`src/rtl/pc_branch_unit.sv`:
```
// Program-counter stage for the multicycle core: next-PC selection, beq/bne resolution,
// fetch/branch statistics. Optional PC trace FIFO enabled by defining PC_TRACE_EN.
module pc_branch_unit #(
   parameter logic [15:0] RESET_PC    = 16'h0000,
   parameter int unsigned CNT_WIDTH   = 16,
   parameter int unsigned TRACE_DEPTH = 4
) (
   input  logic                 CLK,
   input  logic                 Reset,
   input  logic                 PCWrite,
   input  logic                 Branch,
   input  logic                 BranchNE,
   input  logic [1:0]           PCSrc,
   input  logic                 IRWrite,
   input  logic [15:0]          ALUResult,
   input  logic [15:0]          ALUOut,
   input  logic                 Zero,
   input  logic [11:0]          JumpField,
   input  logic [15:0]          RegA,
   input  logic                 FaultClear,
   input  logic                 TracePop,
   output logic [15:0]          PC,
   output logic [15:0]          CurPC,
   output logic                 Taken,
   output logic                 AlignFault,
   output logic [CNT_WIDTH-1:0] InstrCount,
   output logic [CNT_WIDTH-1:0] BranchCount,
   output logic [31:0]          TraceData,
   output logic                 TraceValid,
   output logic                 TraceOvf
);

   localparam logic [CNT_WIDTH-1:0] CNT_ONE = 1;

   logic [15:0] target;
   logic [15:0] pc_load_val;
   logic        cond_met;
   logic        cond_taken;
   logic        load;

   always_comb begin
      target = ALUResult;
      unique case (PCSrc)
         2'd0: target = {PC[15:13], JumpField, 1'b0};
         2'd1: target = ALUResult;
         2'd2: target = ALUOut;
         2'd3: target = RegA;
         default: target = ALUResult;
      endcase
   end

   assign pc_load_val = {target[15:1], 1'b0};
   assign cond_met    = (Branch & Zero) | (BranchNE & ~Zero);
   assign cond_taken  = ~PCWrite & cond_met;
   assign load        = PCWrite | cond_met;

   always_ff @(posedge CLK) begin
      if (Reset) begin
         PC          <= RESET_PC;
         CurPC       <= 16'h0000;
         Taken       <= 1'b0;
         AlignFault  <= 1'b0;
         InstrCount  <= '0;
         BranchCount <= '0;
      end else begin
         if (load) PC <= pc_load_val;
         // A new fault outranks a simultaneous clear.
         if (load && target[0]) AlignFault <= 1'b1;
         else if (FaultClear)   AlignFault <= 1'b0;
         if (IRWrite) begin
            CurPC <= PC;
            if (InstrCount != '1) InstrCount <= InstrCount + CNT_ONE;
         end
         Taken <= cond_taken;
         if (cond_taken && (BranchCount != '1)) BranchCount <= BranchCount + CNT_ONE;
      end
   end

`ifdef PC_TRACE_EN
   localparam int unsigned AW = $clog2(TRACE_DEPTH);
   localparam logic [AW-1:0] PTR_ONE = 1;
   localparam logic [AW:0]   CNT1    = 1;
   localparam logic [AW:0]   FULL_CNT = (AW+1)'(TRACE_DEPTH);

   logic [31:0]   trace_mem [TRACE_DEPTH];
   logic [AW-1:0] rd_ptr, rd_ptr_d, wr_ptr, wr_ptr_d;
   logic [AW:0]   trace_cnt, trace_cnt_d;
   logic [31:0]   entry, head_d;
   logic          push, pop, full;

   assign entry = {CurPC, pc_load_val};
   assign push  = load & (PCSrc != 2'd1);
   assign pop   = TracePop & (trace_cnt != '0);
   assign full  = (trace_cnt == FULL_CNT);

   always_comb begin
      rd_ptr_d    = rd_ptr;
      wr_ptr_d    = wr_ptr;
      trace_cnt_d = trace_cnt;
      head_d      = 32'h0;
      if (push) wr_ptr_d = wr_ptr + PTR_ONE;
      // Overwriting a full FIFO drops the oldest entry, same as a pop.
      if (pop || (push && full)) rd_ptr_d = rd_ptr + PTR_ONE;
      if (push && !pop && !full) trace_cnt_d = trace_cnt + CNT1;
      else if (pop && !push)     trace_cnt_d = trace_cnt - CNT1;
      if (trace_cnt_d != '0) begin
         if (push && (rd_ptr_d == wr_ptr)) head_d = entry;
         else                               head_d = trace_mem[rd_ptr_d];
      end
   end

   always_ff @(posedge CLK) begin
      if (!Reset && push) trace_mem[wr_ptr] <= entry;
   end

   always_ff @(posedge CLK) begin
      if (Reset) begin
         rd_ptr     <= '0;
         wr_ptr     <= '0;
         trace_cnt  <= '0;
         TraceData  <= 32'h0;
         TraceValid <= 1'b0;
         TraceOvf   <= 1'b0;
      end else begin
         rd_ptr     <= rd_ptr_d;
         wr_ptr     <= wr_ptr_d;
         trace_cnt  <= trace_cnt_d;
         TraceData  <= head_d;
         TraceValid <= (trace_cnt_d != '0);
         if (push && full && !pop) TraceOvf <= 1'b1;
      end
   end
`else
   logic unused_trace;
   assign unused_trace = TracePop ^ (TRACE_DEPTH == 0);
   assign TraceData    = 32'h0;
   assign TraceValid   = 1'b0;
   assign TraceOvf     = 1'b0;
`endif

endmodule

```
`config.mk`:
```
export PLATFORM = sky130hd
export DESIGN_NAME = pc_branch_unit
export DESIGN_NICKNAME = d
export VERILOG_FILES = /design/src/rtl/pc_branch_unit.sv
export SDC_FILE = /design/constraint.sdc
export NUM_CORES = 1
export LEC_CHECK = 0
export CAP_MARGIN = 5
export CORE_MARGIN = 4
export CORE_UTILIZATION = 42
export CTS_BUF_LIST = sky130_fd_sc_hd__clkbuf_2 sky130_fd_sc_hd__clkbuf_4 sky130_fd_sc_hd__clkbuf_8
export DETAILED_ROUTE_END_ITERATION = 8
export PLACE_DENSITY = 0.87
export SLEW_MARGIN = 20
export SYNTH_ARGS = -nofsm -noshare
export SYNTH_HDL_FRONTEND = slang
export SYNTH_SLANG_ARGS = --single-unit
```
`constraint.sdc`:
```
create_clock -name CLK -period 2.7 [get_ports CLK]
set_clock_uncertainty 0.15 [all_clocks]
set_input_delay 0.27 -clock CLK [delete_from_list [all_inputs] [get_ports CLK]]
set_output_delay 0.27 -clock CLK [all_outputs]
set_load 0.1 [all_outputs]
```
==> results of run 1 <==
## metrics by stage
stage	instance area [um2]	power (mW)	utilization
6_report	4760	2.55	0.607
2_1_floorplan	3590	1.69	-
5_1_grt	4760	2.65	0.607
4_1_cts	4760	2.57	0.607
3_5_place_dp	4590	1.85	0.585
3_3_place_gp	4590	1.84	0.585
## sequential cells by signal, summed over array words and instances, names as in the netlist
register / count
BranchCount: 16
InstrCount: 16
CurPC: 15
PC: 15
AlignFault: 1
Taken: 1
## cell type report
type,count,area share
Multi-Input combinational cell,291,0.403
Clock inverter,4,0.00421
Clock buffer,11,0.0318
Timing Repair Buffer,142,0.259
Inverter,5,0.00394
Sequential cell,64,0.271
Tap cell,102,0.0268
## Yosys cell counts (4+ instances only)
cell type | n | area share
a21oi_1 | 33 | 0.048
a31oi_1 | 4 | 0.0073
and3_1 | 4 | 0.0073
and4_1 | 5 | 0.013
buf_4 | 36 | 0.078
clkbuf_1 | 19 | 0.021
dfxtp_1 | 64 | 0.37
inv_1 | 5 | 0.0054
mux2_2 | 10 | 0.033
mux2i_1 | 17 | 0.049
mux4_2 | 12 | 0.078
nand2_1 | 36 | 0.039
nand3_1 | 13 | 0.019
nand4_1 | 11 | 0.020
nor2_1 | 28 | 0.030
nor2b_1 | 12 | 0.022
nor3_1 | 6 | 0.0087
nor4_1 | 5 | 0.0091
o31ai_1 | 12 | 0.026
or4_1 | 13 | 0.028
## critical path: cells and delay by family, from the launching register on
family	cells	cell delay (ns)
flip-flops	1	0.37
AND/OR/NAND/NOR	3	1.38
adder cells (fa/ha/maj)	1	0.17
AO/OA/AOI/OAI	1	0.14
## power by group through the flow
stage | Sequential [mW] | Combinational [mW] | Clock, mW
2_1_floorplan | 1.29 | 0.397 | 0
3_3_place_gp | 1.03 | 0.809 | 0
3_5_place_dp | 1.03 | 0.816 | 0
4_1_cts | 1.01 | 0.817 | 0.742
5_1_grt | 1.02 | 0.845 | 0.790
6_report | 1.01 | 0.815 | 0.724
## cells in the final DEF, fill, tap and decap left out, types with 5 or more instances in the layout
cell	synthesis	routed
buf_4	36	73
nor2_1	28	28
nor3_1	6	6
dfxtp_2	0	6
o31ai_1	12	12
mux4_2	12	12
nand2_1	36	36
or4_1	13	13
dfxtp_1	64	58
nor2b_1	12	12
inv_1	5	5
clkdlybuf4s50_1	0	68
mux2_2	10	10
nand4_1	11	11
nor4_1	5	5
a21oi_1	33	33
clkbuf_8	0	11
nand3_1	13	13
and4_1	5	5
mux2i_1	17	17
conb_1	1	36
## cell families after synthesis
kind of cell               after synthesis  share of synthesized area
DFF                                     64                      0.372
AOI/OAI and AO/OA                       70                      0.129
and+or+nand+nor                        144                      0.221
muxes                                   39                      0.160
adders and majority gates                2                    0.00726
buffers and inverters                   64                      0.110
other                                    1                    0.00109
## worst paths after layout
path                                   to                        start  cells past startpoint
max          BranchCount[14]$_SDFFE_PP0P_  BranchCount[1]$_SDFFE_PP0P_                      5
min                 CurPC[8]$_SDFFE_PP0P_                        Reset                      2
max reg2reg  BranchCount[14]$_SDFFE_PP0P_  BranchCount[1]$_SDFFE_PP0P_                      5
min reg2reg            PC[8]$_SDFFE_PP0P_           PC[8]$_SDFFE_PP0P_                      2
## metal layers
metal	wire, um	vias up	GRT usage
met3	819	13	0.0580
met1	3560	1523	0.208
met5	0	-	0
met4	178	0	0.0735
met2	4720	160	0.324
li1	-	1602	-
==> out/results.ini, run 1 <==
[outcome]
status=complete, no violations

[timing]
finalHoldViolations=0
drv_slew=0
holdWs_ns=0.231
clock.fmax_mhz=439
post-route-min-period_ns=2.28
fin_tns_setup_ns=0
relSlewSlack=0.510
tightestPinTransition_ns=0.729
fin_crit_sh=0.844
rsz0062_at_grt=no
setup_ws_ns=0.420
setup_viol_count_final=0

[power]
switchingPower_uw=987
comb_power_share=0.320
pwr-share-clk=0.284
internal-power_mw=1.56
seq_power_share=0.397
ir_drop_v=0.000254
switching_share=0.387
power.density_nw_per_um2=536
cellLeakagePower_nw=1.94

[worst_setup_path]
endpoint_kind=flop
start_kind=flop
cpPeakStageDelay_ns=0.66
reg2reg_slack_ns=0.42
crit_chain=ha_1 -> nand3_1 -> or4_1 -> or4_1 -> a21oi_1
worstPathArrival_ns=2.39
crit_type=reg2reg
worst_ep_required_time_ns=2.81
cp_common_cell=or4_1
critPathMaxFanout=8
cp_slowest_cell=or4_1

[die]
start_util=0.439
die_x_um=98.6
io_pins=171
coreArea_um2=7850
die_area_um2=9720
rows=32
dieHeight_um=98.6

[placement]
dp_cells=604
dp_slack_ns=0.236
dp_hpwl_um=7290
io_buffers=133
routabilityCongestion=0.849

[routing]
first_pass_iters=4
num_vias=3298
finalWirelength_um=9280
wl_per_cell_um=15.0
drtIter0Drc=97
ant_nets=0
drc=0
vias_per_cell=5.33

[cts]
clock_path_buffers=2
insertion_delay_ns=0.32
htreeDepth=3
cts_made_buffers=9
holdBufCountCts=0
cts_tree=done
postCtsSetupRepairBufs=0
clk_pin_slew_worst_paths_ns=0.07
clock-sinks=64
cts_root_buffer=clkbuf_8
cts.repair.resized=0

[layout]
drive_gt1_frac=0.230
diodes=0
seqCellArea_um2=1290
stdcell_count=619
fillers=695
area_growth_syn_to_layout_pct=38.1
layout.nets=586
multi_input_area_um2=1920

[logic_synthesis]
synthArstFlopShare=0
yosys_warnings=0
syn_area_um2=3450
avgSynthCellArea_um2=8.98
synthCells=384
ys_seq_area_frac=0.372
synth_flop_cell=dfxtp_1
synth_edf_count=0
synth_cell_types=45
ys_ff_latch=64

[global_route]
grt_max_degree=26
gr-total-overflow=0
grt_pass1_vias=3154
grt_pass1_wl_um=14600
grtUsageTotal=0.185
antenna_found_initial=0

[run]
maxCapViolCount=0

[worst_hold_path]
hold_class=in2reg

No activity file was read; power rests on OpenSTA's default activity.
==> run 2: changes to the inputs <==
==> constraint.sdc (replaced) <==
create_clock -name CLK -period 2.2 [get_ports CLK]
set_clock_uncertainty 0.15 [all_clocks]
set_input_delay 0.22 -clock CLK [delete_from_list [all_inputs] [get_ports CLK]]
set_output_delay 0.22 -clock CLK [all_outputs]
set_load 0.1 [all_outputs]
==> run 2 against run 1 <==
Net effect: final cell count rose by 1.9%; critical path depth is 1 lower; die area stayed put; first-iteration DRC count up 41%; power is 33% higher; largest cell class unchanged.
==> out/results.ini, run 2 (same netlist as run 1, synthesis figures left out) <==
[outcome]
status=complete, no violations

[routing]
vias_per_cell=5.33  ; +0.12%
drc=0  ; unchanged
finalWirelength_um=9700  ; +4.6%
num_vias=3366  ; +2.1%
ant_nets=0  ; unchanged
wl_per_cell_um=15.4  ; +2.6%
drtIter0Drc=137  ; +41%
first_pass_iters=4  ; unchanged

[placement]
placed_area_um2=4780  ; +4.2%
routabilityCongestion=0.850  ; +0.15%
dp_slack_ns=-0.237  ; -0.473 ns
dp_hpwl_um=7550  ; +3.6%
dp_cells=615  ; +1.8%
io_buffers=133  ; unchanged

[cts]
htreeDepth=3  ; unchanged
postCtsSetupRepairBufs=0  ; unchanged
clock-sinks=64  ; unchanged
cts_tree=done
holdBufCountCts=0  ; unchanged
insertion_delay_ns=0.33  ; about the same
cts.repair.resized=0  ; unchanged
clock_path_buffers=2  ; unchanged
cts_made_buffers=9  ; unchanged
cts_root_buffer=clkbuf_8
clk_pin_slew_worst_paths_ns=0.07  ; about the same

[power]
switchingPower_mw=1.21  ; +23%
internal-power_mw=2.18  ; +39%
cellLeakagePower_nw=2.04  ; +5.1%
switching_share=0.357  ; -0.0300
seq_power_share=0.361  ; -0.036
ir_drop_v=0.000428  ; +68%
comb_power_share=0.300  ; -0.020
pwr-share-clk=0.339  ; +0.055
power.density_nw_per_um2=677  ; +26%

[layout]
drive_gt1_frac=0.304  ; +0.0742
stdcell_count=631  ; +1.9%
fillers=631  ; -9.2%
multi_input_area_um2=1950  ; +1.4%
diodes=0  ; unchanged
seqCellArea_um2=1360  ; +5.6%
design_area_um2=5010  ; +5.4%
layout.nets=597  ; +1.9%
top_regs=BranchCount: 16 flops, InstrCount: 16 flops
final_common_cell=buf_4
layout_common_cells=83 x buf_4, 68 x clkdlybuf4s50_1, 36 x nand2_1, 36 x conb_1, 33 x a21oi_1
area_growth_syn_to_layout_pct=45.5

[worst_setup_path]
crit_type=reg2reg
r2r_start=BranchCount[2]$_SDFFE_PP0P_
critPathBufInv=0  ; unchanged
crit_chain=and4_1 -> or4b_4 -> or4_1 -> a21oi_1
start_kind=flop
worst_ep_required_time_ns=2.30  ; -0.51 ns
cp_slowest_cell=or4b_4
cp_top_family=simple AND/OR/NAND/NOR gates
crit_path_start=BranchCount[2]$_SDFFE_PP0P_
worstPathArrival_ns=2.17  ; -0.22 ns
cpPeakStageDelay_ns=0.54  ; -0.12 ns
endpoint_kind=flop
critPathMaxFanout=7  ; -1

[worst_hold_path]
min_from=Reset
hold_class=in2reg

[timing]
setup_ws_ns=0.129  ; -0.292 ns
post-route-min-period_ns=2.07  ; -0.208 ns
fin_crit_sh=0.942  ; +0.0973
drv_slew=0  ; unchanged
holdWs_ns=0.111  ; -0.120 ns
setup_viol_count_final=0  ; unchanged
finalHoldViolations=0  ; unchanged
clock.fmax_mhz=483  ; +10%
fin_tns_setup_ns=0  ; unchanged
tightestPinTransition_ns=0.576  ; -0.153 ns
relSlewSlack=0.616  ; +0.106
rsz0062_at_grt=no

[die]
dieHeight_um=98.6  ; unchanged
start_util=0.439  ; unchanged
rows=32  ; unchanged
coreArea_um2=7850  ; unchanged
die_area_um2=9720  ; unchanged
io_pins=171  ; unchanged
die_x_um=98.6  ; unchanged

[global_route]
grt_pass1_wl_um=15300  ; +4.2%
grtUsageTotal=0.191  ; +0.00621
grt_pass1_vias=3316  ; +5.1%
grt_max_degree=31  ; +19%
gr-total-overflow=0  ; unchanged
antenna_found_initial=0  ; unchanged

[run]
maxCapViolCount=0  ; unchanged

run 2: cell count changes in the layout (fill, tap and decap cells not counted), sizes merged:
cell and change:
buf +11, clkinv -3, bufinv +2, clkbuf +2
run 2: path summary, 6_finish.rpt:
check	slack, ns	depth (start not counted)	end
worst min register to register	0.33	2	PC[9]$_SDFFE_PP0P_
worst max register to register	0.13	4	BranchCount[15]$_SDFFE_PP0P_
worst max-delay path	0.13	4	BranchCount[15]$_SDFFE_PP0P_
worst min-delay path	0.11	2	InstrCount[3]$_SDFFE_PP0P_
run 2: power groups by stage:
stage	clock network, mW	logic (mW)	registers (mW)
3_3_place_gp	0	1.01	1.25
2_1_floorplan	0	0.488	1.57
5_1_grt	1.23	1.05	1.23
6_report	1.15	1.02	1.23
3_5_place_dp	0	1.02	1.25
4_1_cts	1.17	1.02	1.23
run 2: area by class of cell:
| type | count | share of cell area |
|---|---|---|
| multi-input combinational | 291 | 0.388 |
| sequential | 64 | 0.271 |
| timing repair buffer | 153 | 0.265 |
| clock buffer | 13 | 0.0332 |
| tap | 102 | 0.0254 |
| clock inverter | 3 | 0.0130 |
| inverter | 5 | 0.00374 |
run 2: per-layer routing:
metal  share of wire  track usage  wire length [um]  up-vias
met5               0            0                 0        -
met4           0.014       0.0767               134        0
li1                -            -                 -     1628
met2            0.52        0.342              5080      149
met3           0.080       0.0474               779       12
met1            0.38        0.217              3710     1577
run 2: worst register-to-register path, delay by kind of cell, from the launching register on:
family / cells / cell delay [ns]
compound gates: 1 / 0.14
flops: 1 / 0.38
simple gates: 3 / 1.33
run 2: metrics by stage:
stage	power [mW]	util
after floorplan	2.06	-
after global placement	2.25	0.609
after detailed placement	2.27	0.609
after CTS	3.42	0.639
after global routing	3.52	0.639
final	3.39	0.639
